File: config.mk
export PLATFORM = sky130hd
export DESIGN_NAME = pdp_bus_arbiter
export DESIGN_NICKNAME = d
export VERILOG_FILES = /design/src/rtl/pdp_bus_arbiter_pkg.sv /design/src/rtl/pdp_bus_timeout.sv /design/src/rtl/pdp_bus_arbiter.sv
export SDC_FILE = /design/constraint.sdc
export NUM_CORES = 1
export LEC_CHECK = 0
export ABC_AREA = 1
export BUFFER_PORTS_ARGS = -buffer_cell sky130_fd_sc_hd__buf_2
export CORE_UTILIZATION = 42
export DETAILED_ROUTE_END_ITERATION = 6
export GPL_TIMING_DRIVEN = 0
export PLACE_DENSITY = 0.72
export SETUP_SLACK_MARGIN = 0.15
export SKIP_CTS_REPAIR_TIMING = 1
export SLEW_MARGIN = 20
export SYNTH_ARGS = -nofsm -noshare
export SYNTH_HDL_FRONTEND = slang
export SYNTH_SLANG_ARGS = --single-unit
File: constraint.sdc
create_clock -name clk -period 3.6 [get_ports clk]
set_input_delay 0.18 -clock clk [delete_from_list [all_inputs] [get_ports clk]]
set_output_delay 0.18 -clock clk [all_outputs]
set_load 0.02 [all_outputs]
File: src/rtl/pdp_bus_arbiter_pkg.sv
// Shared definitions for the PDP bus arbiter: bus widths, master indices,
// arbiter state encoding and the per-master request bundle.
package pdp_bus_arbiter_pkg;

  localparam int ADDR_W = 22;
  localparam int DATA_W = 16;

  localparam int MASTER_CPU = 0;
  localparam int MASTER_DMA = 1;

  typedef enum logic [1:0] {
    ST_IDLE     = 2'd0,
    ST_CPU_XFER = 2'd1,
    ST_DMA_XFER = 2'd2,
    ST_DONE     = 2'd3
  } arb_state_e;

  typedef struct packed {
    logic [ADDR_W-1:0] addr;
    logic [DATA_W-1:0] data;
    logic              rd;
    logic              wr;
    logic              byte_op;
  } bus_req_t;

endpackage

File: src/rtl/pdp_bus_timeout.sv
// Loadable down-counter: load on grant, count down while enabled, and pulse
// expire_o in the cycle whose clock edge would bring the count to zero.
module pdp_bus_timeout #(
  parameter int TIMEOUT = 64,
  localparam int CNT_W  = $clog2(TIMEOUT + 1)
) (
  input  logic clk_i,
  input  logic rst_i,
  input  logic load_i,
  input  logic clr_i,
  input  logic en_i,
  output logic expire_o
);

  logic [CNT_W-1:0] cnt_q, cnt_d;

  always_comb begin
    cnt_d = cnt_q;
    if (load_i) begin
      cnt_d = CNT_W'(TIMEOUT);
    end else if (clr_i) begin
      cnt_d = '0;
    end else if (en_i && (cnt_q != '0)) begin
      cnt_d = cnt_q - 1'b1;
    end
  end

  always_ff @(posedge clk_i or posedge rst_i) begin
    if (rst_i) begin
      cnt_q <= '0;
    end else begin
      cnt_q <= cnt_d;
    end
  end

  assign expire_o = en_i && (cnt_q == CNT_W'(1));

endmodule

File: src/rtl/pdp_bus_arbiter.sv
// Two-master (CPU, RK disk DMA) arbiter for the shared unibus-style bus:
// one transaction at a time, NXM timeout and DMA burst-limit fairness.
module pdp_bus_arbiter
  import pdp_bus_arbiter_pkg::*;
#(
  parameter int TIMEOUT   = 64,
  parameter int DMA_BURST = 4
) (
  input  logic              clk,
  input  logic              reset,
  input  logic [ADDR_W-1:0] cpu_addr,
  input  logic [DATA_W-1:0] cpu_data_in,
  input  logic              cpu_rd,
  input  logic              cpu_wr,
  input  logic              cpu_byte_op,
  output logic              cpu_ack,
  output logic              cpu_error,
  output logic [DATA_W-1:0] cpu_data_out,
  input  logic [ADDR_W-1:0] dma_addr,
  input  logic [DATA_W-1:0] dma_data_in,
  input  logic              dma_rd,
  input  logic              dma_wr,
  input  logic              dma_byte_op,
  output logic              dma_ack,
  output logic              dma_error,
  output logic [DATA_W-1:0] dma_data_out,
  output logic [ADDR_W-1:0] bus_addr,
  output logic [DATA_W-1:0] bus_data_in,
  output logic              bus_rd,
  output logic              bus_wr,
  output logic              bus_byte_op,
  input  logic [DATA_W-1:0] bus_data_out,
  input  logic              bus_ack,
  input  logic              bus_error,
  output logic              grant_dma
);

  localparam int BURST_W = $clog2(DMA_BURST + 1);

  arb_state_e        state_q, state_d;
  logic [BURST_W-1:0] burst_q, burst_d;
  logic [ADDR_W-1:0] bus_addr_q, bus_addr_d;
  logic [DATA_W-1:0] bus_data_q, bus_data_d;
  logic              bus_rd_q, bus_rd_d;
  logic              bus_wr_q, bus_wr_d;
  logic              bus_bop_q, bus_bop_d;
  logic              cpu_ack_q, cpu_ack_d;
  logic              cpu_err_q, cpu_err_d;
  logic              dma_ack_q, dma_ack_d;
  logic              dma_err_q, dma_err_d;
  logic [DATA_W-1:0] cpu_dout_q, cpu_dout_d;
  logic [DATA_W-1:0] dma_dout_q, dma_dout_d;

  bus_req_t req_a [2];
  bus_req_t win_req;
  logic     cpu_req, dma_req, burst_full, pick_dma;
  logic     grant_cpu_w, grant_dma_w, in_xfer, expire;
  logic     resp_ack, resp_err, xfer_done;

  assign req_a[MASTER_CPU] = '{addr: cpu_addr, data: cpu_data_in, rd: cpu_rd,
                               wr: cpu_wr, byte_op: cpu_byte_op};
  assign req_a[MASTER_DMA] = '{addr: dma_addr, data: dma_data_in, rd: dma_rd,
                               wr: dma_wr, byte_op: dma_byte_op};

  assign cpu_req    = cpu_rd | cpu_wr;
  assign dma_req    = dma_rd | dma_wr;
  assign burst_full = (burst_q == BURST_W'(DMA_BURST));
  // DMA wins ties until it has used its burst allowance against a waiting CPU.
  assign pick_dma    = dma_req && !(cpu_req && burst_full);
  assign grant_dma_w = (state_q == ST_IDLE) && pick_dma;
  assign grant_cpu_w = (state_q == ST_IDLE) && cpu_req && !pick_dma;
  assign win_req     = pick_dma ? req_a[MASTER_DMA] : req_a[MASTER_CPU];

  assign in_xfer   = (state_q == ST_CPU_XFER) || (state_q == ST_DMA_XFER);
  assign resp_err  = in_xfer && (bus_error || (expire && !bus_ack));
  assign resp_ack  = in_xfer && bus_ack && !bus_error;
  assign xfer_done = resp_ack || resp_err;

  pdp_bus_timeout #(.TIMEOUT(TIMEOUT)) u_timeout (
    .clk_i    (clk),
    .rst_i    (reset),
    .load_i   (grant_cpu_w || grant_dma_w),
    .clr_i    (xfer_done),
    .en_i     (in_xfer),
    .expire_o (expire)
  );

  always_comb begin
    state_d    = state_q;
    burst_d    = burst_q;
    bus_addr_d = bus_addr_q;
    bus_data_d = bus_data_q;
    bus_rd_d   = bus_rd_q;
    bus_wr_d   = bus_wr_q;
    bus_bop_d  = bus_bop_q;
    cpu_ack_d  = 1'b0;
    cpu_err_d  = 1'b0;
    dma_ack_d  = 1'b0;
    dma_err_d  = 1'b0;
    cpu_dout_d = cpu_dout_q;
    dma_dout_d = dma_dout_q;

    unique case (state_q)
      ST_IDLE: begin
        if (grant_dma_w || grant_cpu_w) begin
          state_d    = grant_dma_w ? ST_DMA_XFER : ST_CPU_XFER;
          bus_addr_d = win_req.addr;
          bus_data_d = win_req.data;
          // rd and wr together is illegal and is served as a read
          bus_rd_d   = win_req.rd;
          bus_wr_d   = win_req.wr && !win_req.rd;
          bus_bop_d  = win_req.byte_op;
          if (grant_dma_w && cpu_req) begin
            burst_d = burst_full ? burst_q : burst_q + 1'b1;
          end else begin
            burst_d = '0;
          end
        end
      end
      ST_CPU_XFER, ST_DMA_XFER: begin
        if (xfer_done) begin
          state_d   = ST_DONE;
          bus_rd_d  = 1'b0;
          bus_wr_d  = 1'b0;
          bus_bop_d = 1'b0;
          if (state_q == ST_CPU_XFER) begin
            cpu_ack_d = resp_ack;
            cpu_err_d = resp_err;
            if (resp_ack && bus_rd_q) cpu_dout_d = bus_data_out;
          end else begin
            dma_ack_d = resp_ack;
            dma_err_d = resp_err;
            if (resp_ack && bus_rd_q) dma_dout_d = bus_data_out;
          end
        end
      end
      default: state_d = ST_IDLE;
    endcase
  end

  always_ff @(posedge clk or posedge reset) begin
    if (reset) begin
      state_q    <= ST_IDLE;
      burst_q    <= '0;
      bus_addr_q <= '0;
      bus_data_q <= '0;
      bus_rd_q   <= 1'b0;
      bus_wr_q   <= 1'b0;
      bus_bop_q  <= 1'b0;
      cpu_ack_q  <= 1'b0;
      cpu_err_q  <= 1'b0;
      dma_ack_q  <= 1'b0;
      dma_err_q  <= 1'b0;
      cpu_dout_q <= '0;
      dma_dout_q <= '0;
    end else begin
      state_q    <= state_d;
      burst_q    <= burst_d;
      bus_addr_q <= bus_addr_d;
      bus_data_q <= bus_data_d;
      bus_rd_q   <= bus_rd_d;
      bus_wr_q   <= bus_wr_d;
      bus_bop_q  <= bus_bop_d;
      cpu_ack_q  <= cpu_ack_d;
      cpu_err_q  <= cpu_err_d;
      dma_ack_q  <= dma_ack_d;
      dma_err_q  <= dma_err_d;
      cpu_dout_q <= cpu_dout_d;
      dma_dout_q <= dma_dout_d;
    end
  end

  assign bus_addr     = bus_addr_q;
  assign bus_data_in  = bus_data_q;
  assign bus_rd       = bus_rd_q;
  assign bus_wr       = bus_wr_q;
  assign bus_byte_op  = bus_bop_q;
  assign cpu_ack      = cpu_ack_q;
  assign cpu_error    = cpu_err_q;
  assign cpu_data_out = cpu_dout_q;
  assign dma_ack      = dma_ack_q;
  assign dma_error    = dma_err_q;
  assign dma_data_out = dma_dout_q;
  assign grant_dma    = (state_q == ST_DMA_XFER);

endmodule
## Yosys cells after proc, flatten, opt, wreduce, memory -nomap -nowiden

Index checks and enable logic that the tools add are counted.

- Flip-flop bits (word level): 89
- Output and inout port bits: 78

- Eq/ne operators: 7
- Mux-type cells: 29
- Reductions and logical operators: 34
- $add $sub $neg: 2
- Bitwise logic cells: 3

Operators by type and width:

| cell | count |
|---|---|
| $mux 41 | 1 |
| $mux 7 | 3 |
| $mux 1 | 16 |
| $logic_and 1x1->1 | 14 |
| $reduce_and 4->1 | 2 |
| $eq 7x1->1 const B | 1 |
| $reduce_bool 7->1 | 1 |
| $sub 7x1->7 const B | 1 |
| $mux 2 | 3 |
| $mux 3 | 2 |
| $pmux 1 s2 | 3 |
| $reduce_and 3->1 | 2 |
| $logic_not 1->1 | 5 |
| $logic_or 1x1->1 | 4 |
| $ne 2x1->1 const B | 2 |
| $pmux 2 s2 | 1 |
| $reduce_and 2->1 | 2 |
| $add 3x1->3 const B | 1 |
| $eq 3x3->1 const B | 1 |
| $reduce_bool 3->1 | 1 |
| $eq 2x1->1 const B | 1 |
| $eq 2x2->1 const B | 1 |
| $logic_not 2->1 | 1 |
| $ne 2x2->1 const B | 1 |
| 4 further kinds | 5 |

## Depth between registers and ports, before layout

- Depth after elaboration: 9
- Depth in mapped cells: 12

## Hierarchy

From an unflattened synthesis, not the netlist that was laid out.

- Cells, all modules: 496
- Area total of the unflattened synthesis: 4356.7 µm²

Modules (own cells, without submodules):

| module | area each (µm²) | times used | cells an instance |
|---|---|---|---|
| pdp_bus_arbiter | 3871.2 | 1 | 426 |
| pdp_bus_timeout | 485.5 | 1 | 70 |

## Worst setup path before layout

No wires, ideal clock.

- Kind: flip-flop to flip-flop
- From: reg state_q[0]
- To: reg cpu_dout_q[10] (netlist: cpu_data_out[10])
- Data arrival time: 1506 ps
- Setup slack: 1962 ps
- Stages on the path, launching flop included: 10
- Cell sequence: dfrtp_1 inv_1 ha_1 buf_4 nand3_4 nor2_1 nand2_1 clkbuf_1 nand2_1 o21ai_0

- Cells in the longest elaborated chain, start to end: 8
- Elaborated cells between the ends (all ways): 13

RTL lines:

| what | line | text |
|---|---|---|
| start, declared | pdp_bus_arbiter.sv:40 | `arb_state_e state_q, state_d;` |
| start signal, assigned | pdp_bus_arbiter.sv:157 | `state_q <= state_d;` |
| $eq 2x1->1 / $eq 2x2->1 (equally long branches) | pdp_bus_arbiter.sv:74, pdp_bus_arbiter.sv:103, pdp_bus_arbiter.sv:126 |  |
| $logic_or 1x1->1 | pdp_bus_arbiter.sv:74 | `assign in_xfer = (state_q == ST_CPU_XFER) \|\| (state_q == ST_DMA_XFER);` |
| $logic_and 1x1->1 | pdp_bus_timeout.sv:36 | `assign expire_o = en_i && (cnt_q == CNT_W'(1));` |
| $logic_and 1x1->1 | pdp_bus_arbiter.sv:75 | `assign resp_err = in_xfer && (bus_error \|\| (expire && !bus_ack));` |
| $logic_or 1x1->1 | pdp_bus_arbiter.sv:75 |  |
| $logic_and 1x1->1 | pdp_bus_arbiter.sv:75 |  |
| $logic_or 1x1->1 | pdp_bus_arbiter.sv:77 | `assign xfer_done = resp_ack \|\| resp_err;` |
| $reduce_and 4->1 (no source line) (*) | -- |  |
| end signal, assigned | pdp_bus_arbiter.sv:168 | `cpu_dout_q <= cpu_dout_d;` |
| end, declared | pdp_bus_arbiter.sv:51 | `logic [DATA_W-1:0] cpu_dout_q, cpu_dout_d;` |

Mark *: on every way between the ends. The rest lies on a longest branch, timed or not.
A chain may end at the register's enable or synchronous reset.

## Worst setup path in the final report

- From: reg state_q[0]
- To: reg dma_dout_q[10] (netlist: dma_data_out[10])

- Cells in the longest elaborated chain, start to end: 8
- Elaborated cells between the ends (all ways): 14

RTL lines:

| what | line | text |
|---|---|---|
| $eq 2x1->1 / $eq 2x2->1 (equally long branches) | pdp_bus_arbiter.sv:74, pdp_bus_arbiter.sv:103, pdp_bus_arbiter.sv:126 |  |
| $logic_or 1x1->1 | pdp_bus_arbiter.sv:74 |  |
| $logic_and 1x1->1 | pdp_bus_timeout.sv:36 |  |
| $logic_and 1x1->1 | pdp_bus_arbiter.sv:75 |  |
| $logic_or 1x1->1 | pdp_bus_arbiter.sv:75 |  |
| $logic_and 1x1->1 | pdp_bus_arbiter.sv:75 |  |
| $logic_or 1x1->1 | pdp_bus_arbiter.sv:77 |  |
| $reduce_and 4->1 (no source line) (*) | -- |  |
| end signal, assigned | pdp_bus_arbiter.sv:169 | `dma_dout_q <= dma_dout_d;` |
| end, declared | pdp_bus_arbiter.sv:52 | `logic [DATA_W-1:0] dma_dout_q, dma_dout_d;` |

Marked as above.

==> results.cfg <==
[status]
status = finished clean

[finish]
nNetsFinal = 790
final_common_cell = buf_2
drive_gt1_share_pct = 33.5
antennaDiodeCount = 0
synthToLayoutAreaGrowth_pct = 31.6
final_cell_mix = buf_2 (188), nand2_1 (123), dfrtp_1 (89), o21ai_0 (70), nor2_1 (49)
fillCellCount = 897
final_core_util_pct = 57.8

[floorplan]
num_rows = 35
die-width_um = 101
initial_core_util_pct = 43.9
die_h_um = 101
fp.coreArea_um2 = 9330
dieArea_um2 = 10200
ios = 180

[clock_network]
cts_made_buffers = 9
cts_max_level = 3
clk_pin_slew_ns = 0.10
clock_path_buffers = 2
cts_sinks = 89
worst_skew_pair.late_latency_ns = 0.36
root_buffer = clkbuf_8
cts_tree = yes

[yosys]
synth_top_cell_by_area = dfrtp_1
netlist_instances = 487
ys_ff_latch = 89
syn_area_um2 = 4100
synth.distinct_cells = 22
synthTopCellsByArea = dfrtp_1 (54%), nand2_1 (11%), o21ai_0 (8.6%), nor2_1 (4.5%), o21ai_1 (4.0%)
avgSynthCellArea_um2 = 8.41
ys_warn_count = 0
synth.yosys.seq_area_share_pct = 54.4
yosysTopAreaCellShare_pct = 54.4
syn_nets = 598

[power]
leakagePower_nw = 2.95
p_int_w = 0.00261
p_sw_share_pct = 47.4
p_clk_share_pct = 13.6
p_sw_w = 0.00236
combPwrFrac_pct = 51.8
seqPwrFrac_pct = 34.6
powerDensity_nw_per_um2 = 922
vdd_drop_max_mv = 0.427

[sta]
worstMarginPinSlew_ns = 0.549
relSlewSlack_pct = 63.4
finalHoldViolCount = 0
setup_viol = 0
rsz0062_at_grt = false
finalCriticalPeriod_ns = 2.04
fin_skew_ns = 0.00887
final-max-slew-violation-count = 0
period_share_pct = 56.6
timing.setup.tns_ns = 0
fmax_ghz = 0.491

[global_route]
grt-ovfl-total = 0
grt_pass1_wl_um = 17700
grt_max_degree = 59
grt_pass1_vias = 3762
grt_usage_pct = 22.0
antenna_found_initial = 0

[critical_path]
slowest_delay_ns = 0.46
cpLargestDelayFamily = buffers and inverters
cp-endpoint = dma_data_out[10]
cp.buffers_inverters = 3
crit_path_start_kind = register
required_ns = 3.88
worstRegToRegCells = 9
critPathMostFrequentCell = nand2_1
rrSetupSlack_ns = 1.56
startpoint = state_q[0]
r2r-end = dma_data_out[10]
criticalPathCategory = register to register
slowest_stage = clkbuf_1
endpoint_kind = register
regToRegStartpoint = state_q[0]
path_cells = inv_1, ha_1, buf_4, nand3_4, nor2_1, nand2_1, clkbuf_1, nand2_1, o21ai_0
worstPathArrival_ns = 2.32
worstPathMaxFanout = 10
crit_cells = 9

[detailed_routing]
routed_wl_um = 10600
wl_per_cell_um = 13.1
via_count = 3893
drt_first_pass_iters = 4
postRouteAntennaNets = 0
first_iter_violations = 160
drcViolationCount = 0
detail_route.vias_per_cell = 4.79

[hold_path]
hold_path_class = input pin to register

[placed_design]
hpwl_um = 7920
io_buffer_count = 179
gp_congestion = 0.797

[job]
maxCapViolations = 0
[per-stage QoR]
| stage | worst slack (ns) | hold slack (ns) | instance area [um^2] | instances | power, W |
|---|---|---|---|---|---|
| 2_1_floorplan | 1.11 | 0.328 | 4100 | 487 | 0.00347 |
| 3_3_place_gp | 0.124 | 0.438 | 5150 | 795 | 0.00424 |
| 3_5_place_dp | 1.58 | 0.220 | 5180 | 796 | 0.00432 |
| 4_1_cts | 1.57 | -0.175 | 5380 | 812 | 0.00500 |
| 5_1_grt | 1.37 | 0.0745 | 5390 | 813 | 0.00541 |
| 6_report | 1.56 | 0.0715 | 5390 | 813 | 0.00497 |
[area by class of cell]
type / instances / area (um^2) / area share [%]
Buffer: 23 / 120 / 2.23
Inverter: 42 / 160 / 2.97
Timing Repair Buffer: 181 / 933 / 17.3
Clock inverter: 7 / 73.8 / 1.37
Sequential cell: 89 / 2230 / 41.3
Multi-Input combinational cell: 333 / 1590 / 29.5
Clock buffer: 9 / 124 / 2.30
Tap cell: 129 / 161 / 2.99
[cell families (layout without fill, tap and decap cells)]
group,Yosys count,count (layout),synth area share [%]
simple gates,201,201,19.9
compound gates,123,123,16.2
fa+ha+maj,9,9,2.75
flops,89,89,54.4
buf+inv,65,262,6.78
[state kept, by name, summed over array words and instances (netlist names)]
signal	count
cpu_ack	1
u_timeout.cnt_q	7
bus_byte_op	1
cpu_error	1
dma_ack	1
state_q	2
dma_data_out	16
bus_addr	22
dma_error	1
bus_data_in	16
burst_q	3
bus_wr	1
bus_rd	1
cpu_data_out	16
[worst min-delay path by stage]
stage | slack, ns | from | cells after the start | endpoint
global route | 0.07 | bus_data_out[13] | 3 | dma_data_out[13]
CTS | -0.18 | reset | 2 | bus_data_in[0]
finish | 0.07 | bus_data_out[0] | 3 | dma_data_out[0]
detailed placement | 0.22 | reset | 2 | bus_addr[21]
floorplan | 0.33 | bus_data_out[14] | 2 | cpu_data_out[14]
global placement | 0.44 | dma_data_in[14] | 3 | bus_data_in[14]
[power groups by stage]
stage / Sequential [W] / Clock [W] / Combinational, W
global placement: 0.00172 / 0 / 0.00252
finish: 0.00172 / 0.000676 / 0.00257
detailed placement: 0.00173 / 0 / 0.00259
global route: 0.00177 / 0.000736 / 0.00290
floorplan: 0.00223 / 0 / 0.00124
CTS: 0.00172 / 0.000693 / 0.00259
[synth_stat cells]
cell      instances
nand2_1         123
dfrtp_1          89
o21ai_0          70
nor2_1           49
inv_1            38
o21ai_1          33
nand3_1          18
clkbuf_1         10
o21ai_2          10
a21oi_1           9
buf_2             9
ha_1              9
inv_2             4
nand4_1           4
buf_4             2
buf_6             2
nand2_2           2
or2_1             2
nand3_4           1
nor3_1            1
o21ai_4           1
or2_2             1
[metal layers]
metal	global-route usage [%]	routed length [um]	vias up
met5	0	0	-
met4	8.70	212	0
met3	4.16	564	18
met2	36.7	5190	125
met1	28.4	4670	1795
li1	-	-	1955
[worst register-to-register path, delay by kind of cell, from the launching register on]
kind	cells	cell delay (ns)
adders and majority gates	1	0.29
and+or+nand+nor	4	0.43
buffers and inverters	3	0.74
DFF	1	0.42
AOI/OAI and AO/OA	1	0.10
(Power assumes the default switching activity.)
